**config.mk**
```make
export PLATFORM = sky130hd
export DESIGN_NAME = interrupt_controller
export DESIGN_NICKNAME = d
export VERILOG_FILES = /design/src/rtl/interrupt_controller.sv
export SDC_FILE = /design/constraint.sdc
export NUM_CORES = 1
export LEC_CHECK = 0
export BUFFER_PORTS_ARGS = -buffer_cell sky130_fd_sc_hd__buf_4
export CAP_MARGIN = 25
export CORE_ASPECT_RATIO = 0.8
export CORE_MARGIN = 4
export CORE_UTILIZATION = 45
export CTS_CLUSTER_DIAMETER = 80
export DETAILED_ROUTE_END_ITERATION = 7
export HOLD_SLACK_MARGIN = 0.08
export PLACE_DENSITY = 0.73
export SLEW_MARGIN = 20
export SYNTH_ARGS = -nofsm -noshare
export SYNTH_HDL_FRONTEND = slang
export SYNTH_SLANG_ARGS = --single-unit
```
**constraint.sdc**
```tcl
create_clock -name clk -period 3.92 [get_ports clk]
set_input_delay 0.784 -clock clk [delete_from_list [all_inputs] [get_ports clk]]
set_output_delay 0.784 -clock clk [all_outputs]
set_load 0.005 [all_outputs]
```
**src/rtl/interrupt_controller.sv**
```systemverilog
// rtl/interrupt_controller.sv - edge-captured, maskable, fixed-priority interrupt controller
//
// Purpose: captures rising edges on irq_in into a pending register, gates them
// through an enable mask and presents the highest-numbered eligible source on a
// valid/ready handshake. One source is presented at a time, and its id is frozen
// until the consumer acknowledges it.
//
// Ports:
//   clk         sole clock, rising edge
//   rst_n       synchronous active-low reset
//   irq_in      per-source level request lines
//   mask_we     mask write strobe
//   mask_wdata  new enable mask (bit set = enabled)
//   irq_valid   a source is presented on irq_id
//   irq_id      index of the presented source
//   irq_ready   consumer acknowledge (takes effect only while irq_valid)
//   pending     current pending register
//   mask        current enable mask register
module interrupt_controller #(
  parameter int NUM_SOURCES = 16,
  parameter int ID_WIDTH    = $clog2(NUM_SOURCES)
) (
  input  logic                   clk,
  input  logic                   rst_n,
  input  logic [NUM_SOURCES-1:0] irq_in,
  input  logic                   mask_we,
  input  logic [NUM_SOURCES-1:0] mask_wdata,
  output logic                   irq_valid,
  output logic [ID_WIDTH-1:0]    irq_id,
  input  logic                   irq_ready,
  output logic [NUM_SOURCES-1:0] pending,
  output logic [NUM_SOURCES-1:0] mask
);

  typedef enum logic {
    IDLE    = 1'b0,
    PRESENT = 1'b1
  } state_t;

  state_t                 state;
  state_t                 state_next;
  logic [NUM_SOURCES-1:0] irq_prev;
  logic [NUM_SOURCES-1:0] rise;
  logic [NUM_SOURCES-1:0] eligible;
  logic [NUM_SOURCES-1:0] ack_clr;
  logic [NUM_SOURCES-1:0] pending_next;
  logic [ID_WIDTH-1:0]    sel_id;
  logic [ID_WIDTH-1:0]    id_next;
  logic                   ack;

  assign rise     = irq_in & ~irq_prev;
  assign eligible = pending & mask;
  assign ack      = (state == PRESENT) && irq_ready;
  assign ack_clr  = ack ? (NUM_SOURCES'(1) << irq_id) : '0;
  // A new edge on the source being acknowledged is applied after the clear,
  // so the fresh request survives and is presented again later.
  assign pending_next = (pending & ~ack_clr) | rise;

  // irq_valid is a pure decode of the state register.
  assign irq_valid = (state == PRESENT);

  // Ascending scan: the last hit is the highest eligible index.
  always_comb begin
    sel_id = '0;
    for (int i = 0; i < NUM_SOURCES; i++) begin
      if (eligible[i]) begin
        sel_id = ID_WIDTH'(i);
      end
    end
  end

  always_comb begin
    state_next = state;
    id_next    = irq_id;
    case (state)
      IDLE: begin
        if (|eligible) begin
          state_next = PRESENT;
          id_next    = sel_id;
        end
      end
      PRESENT: begin
        // irq_id holds regardless of mask/pending changes until acknowledged.
        if (irq_ready) begin
          state_next = IDLE;
        end
      end
    endcase
  end

  always_ff @(posedge clk) begin
    if (!rst_n) begin
      state    <= IDLE;
      irq_id   <= '0;
      pending  <= '0;
      mask     <= '0;
      irq_prev <= '0;
    end else begin
      state    <= state_next;
      irq_id   <= id_next;
      pending  <= pending_next;
      irq_prev <= irq_in;
      if (mask_we) begin
        mask <= mask_wdata;
      end
    end
  end

endmodule

```
==> results.sh <==
export IMPL_status="completed"
export IMPL_met3WireLength_um=392
export IMPL_min_path_type="reg2reg"
export IMPL_worst_setup_path_end_kind="flop"
export IMPL_cts_buffers_inserted=5
export IMPL_io_pins=73
export IMPL_antenna_found_initial=0
export IMPL_drt_pass1_iterations=4
export IMPL_syn_cell_area_um2=2130
export IMPL_hold_viol=0
export IMPL_synth_cells=211
export IMPL_avgSynthCellArea_um2=10.1
export IMPL_whs_path_depth=2
export IMPL_worst_pin_slew_ps=415
export IMPL_hold_buffers=0
export IMPL_area_delta_synth_final_pct=31.4
export IMPL_fin_cells=343
export IMPL_hold_slack_ps=501
export IMPL_cts_num_sinks=53
export IMPL_path_clk_slew_ps=90
export IMPL_layout_nets=318
export IMPL_synth_seq_cells=53
export IMPL_synth_area_leaders="dfxtp_1 50%, mux2i_1 8.0%, a21boi_0 5.6%"
export IMPL_cts_resized=0
export IMPL_clk_path_buf_depth=2
export IMPL_crit_fanout=7
export IMPL_required_ps=4110
export IMPL_cts_root_buffer="clkbuf_8"
export IMPL_r2r_end="irq_id[0]$_SDFFE_PN0P_"
export IMPL_grt_total_usage=0.169
export IMPL_cts_tree="built"
export IMPL_worstHoldStart="irq_prev[13]$_SDFF_PN0_"
export IMPL_p_per_area_nw_per_um2=393
export IMPL_clk_latency_ps=300
export IMPL_drive_gt1_frac=0.293
export IMPL_slew_viol_final=0
export IMPL_htreeDepth=2
export IMPL_r2r_cells=5
export IMPL_period_share=0.448
export IMPL_skew_ps=6.64
export IMPL_max_freq_mhz=570
export IMPL_yosys_area_top_type_share=0.499
export IMPL_setup_viol=0
export IMPL_placed_cell_area_um2=2710
export IMPL_setup_tns_ps=0
export IMPL_worst_r2r_setup_slack_ps=2160
export IMPL_ys_async_sr_fraction=0
export IMPL_wl_per_cell_um=14.3
export IMPL_crit_path_start_kind="flop"
export IMPL_synth_edf_count=0
export IMPL_slew_headroom=0.723
export IMPL_drt_iter0_drc=97
export IMPL_dp_hpwl_um=3690
export IMPL_grt_max_degree=56
export IMPL_power_leakage_nw=1.24
export IMPL_vias=1756
export IMPL_ys_types=34
export IMPL_diodes=0
export IMPL_placed_cells=335
export IMPL_yosysWarningCount=0
export IMPL_grt_pass1_vias=1701
export IMPL_gr_total_overflow=0
export IMPL_routed_via_density=5.12
export IMPL_finalInstanceArea_um2=2790
export IMPL_grt_first_pass_wirelength_um=8140
export IMPL_die_x_um=84.9
export IMPL_synthFlopType="dfxtp_1"
export IMPL_r2r_start="pending[10]$_SDFF_PN0_"
export IMPL_fill_cells=428
export IMPL_drc=0
export IMPL_finish_utilization=0.611
export IMPL_die_h_um=69.5
export IMPL_seq_area_frac_synth=0.499
export IMPL_worst_ep_arrival_time_ps=1940
export IMPL_gp_congestion=0.744
export IMPL_dieArea_um2=5900
export IMPL_coreArea_um2=4570
export IMPL_postCtsSetupRepairBufs=0
export IMPL_highest_signal_layer="met4"
export IMPL_drv_cap=0
export IMPL_ant_nets=0
export IMPL_port_buffers=72
export IMPL_rows=22
export IMPL_wl_met2_um=2200
export IMPL_synth_nets=247
export IMPL_wl_met1_um=2280
export IMPL_rsz0062_at_grt="no"
export IMPL_yosys_area_top_type="dfxtp_1"
export IMPL_wirelength_um=4890
export IMPL_period_minus_slack_ps=1760
export IMPL_peakVddDrop_v=0.000269
export IMPL_crit_type="reg2reg"
export IMPL_hold_end="pending[13]$_SDFF_PN0_"
export IMPL_start_util=0.465
layout by cell type (no fill, tap or decap), types with 2 or more instances in the layout:
cell	instances
buf_4	72
dfxtp_1	53
nand2b_1	19
nor2b_1	18
mux2i_1	17
and2_1	16
o21ai_0	16
a21boi_0	16
nand2_1	12
nor2_1	5
clkbuf_8	5
a22o_1	4
a22oi_1	2
nand3_1	2
a32oi_1	2
a21oi_1	2
nand4_1	2
clkinv_2	2
cells in the mapped netlist (all sizes together), types with 2 or more instances:
master,instances
nand2,12
mux2i,17
and2,16
o21ai,16
a21boi,16
nor2b,18
a21oi,2
a22oi,2
nand2b,19
clkbuf,7
a32oi,2
a22o,5
nand3,2
dfxtp,53
nand4,2
nor2,5
layer usage:
metal  track usage  up-vias
met5             0        -
li1              -      888
met4        0.0316        0
met1         0.230      811
met2         0.265       54
met3        0.0523        3
power breakdown:
| part | switching, W | internal [W] | total [W] |
|---|---|---|---|
| clock network | 0.000167 | 0.000124 | 0.000291 |
| registers | 0.0000378 | 0.000577 | 0.000615 |
| logic | 0.0000790 | 0.000111 | 0.000190 |
| total | 0.000284 | 0.000813 | 0.00110 |
worst max path at each step:
stage                                       from                endpoint  slack [ps]
after floorplan                          mask_we    mask[0]$_SDFFE_PN0P_        2150
after global placement                     rst_n  irq_id[0]$_SDFFE_PN0P_        2190
after detailed placement                   rst_n  irq_id[0]$_SDFFE_PN0P_        2160
after CTS                 pending[10]$_SDFF_PN0_  irq_id[0]$_SDFFE_PN0P_        2160
after global routing      pending[10]$_SDFF_PN0_  irq_id[0]$_SDFFE_PN0P_        2070
final                     pending[10]$_SDFF_PN0_  irq_id[0]$_SDFFE_PN0P_        2160
kinds of logic after synthesis:
kind of cell    count (synthesis)  synth area share
flops                          53             0.499
simple gates                   79             0.221
mux                            17            0.0800
buf+inv                         8            0.0147
compound gates                 54             0.186
final cells by class:
| class | count | area (um2) | share of cell area |
|---|---|---|---|
| clock inverter | 2 | 10.0 | 0.00358 |
| multi-input combinational | 150 | 1030 | 0.370 |
| tap | 60 | 75.1 | 0.0269 |
| sequential | 53 | 1060 | 0.380 |
| clock buffer | 6 | 72.6 | 0.0260 |
| timing repair buffer | 72 | 541 | 0.193 |
registers in the layout (all words and copies together), names as in the netlist:
name	count
mask	16
irq_prev	16
irq_id	4
irq_valid	1
pending	16
worst max-delay path: stages (launching register included):
cell and delay, ps:
dfxtp_1 360, a22o_4 290, nor4_4 320, a41o_2 310, nor2_1 60, a311o_1 310
metrics by stage:
stage          total power [W]  setup slack [ps]
4_1_cts                0.00111              2160
2_1_floorplan         0.000716              2150
3_3_place_gp          0.000817              2190
3_5_place_dp          0.000820              2160
6_report               0.00110              2160
5_1_grt                0.00116              2070
Power figures use the tool's default switching activity.
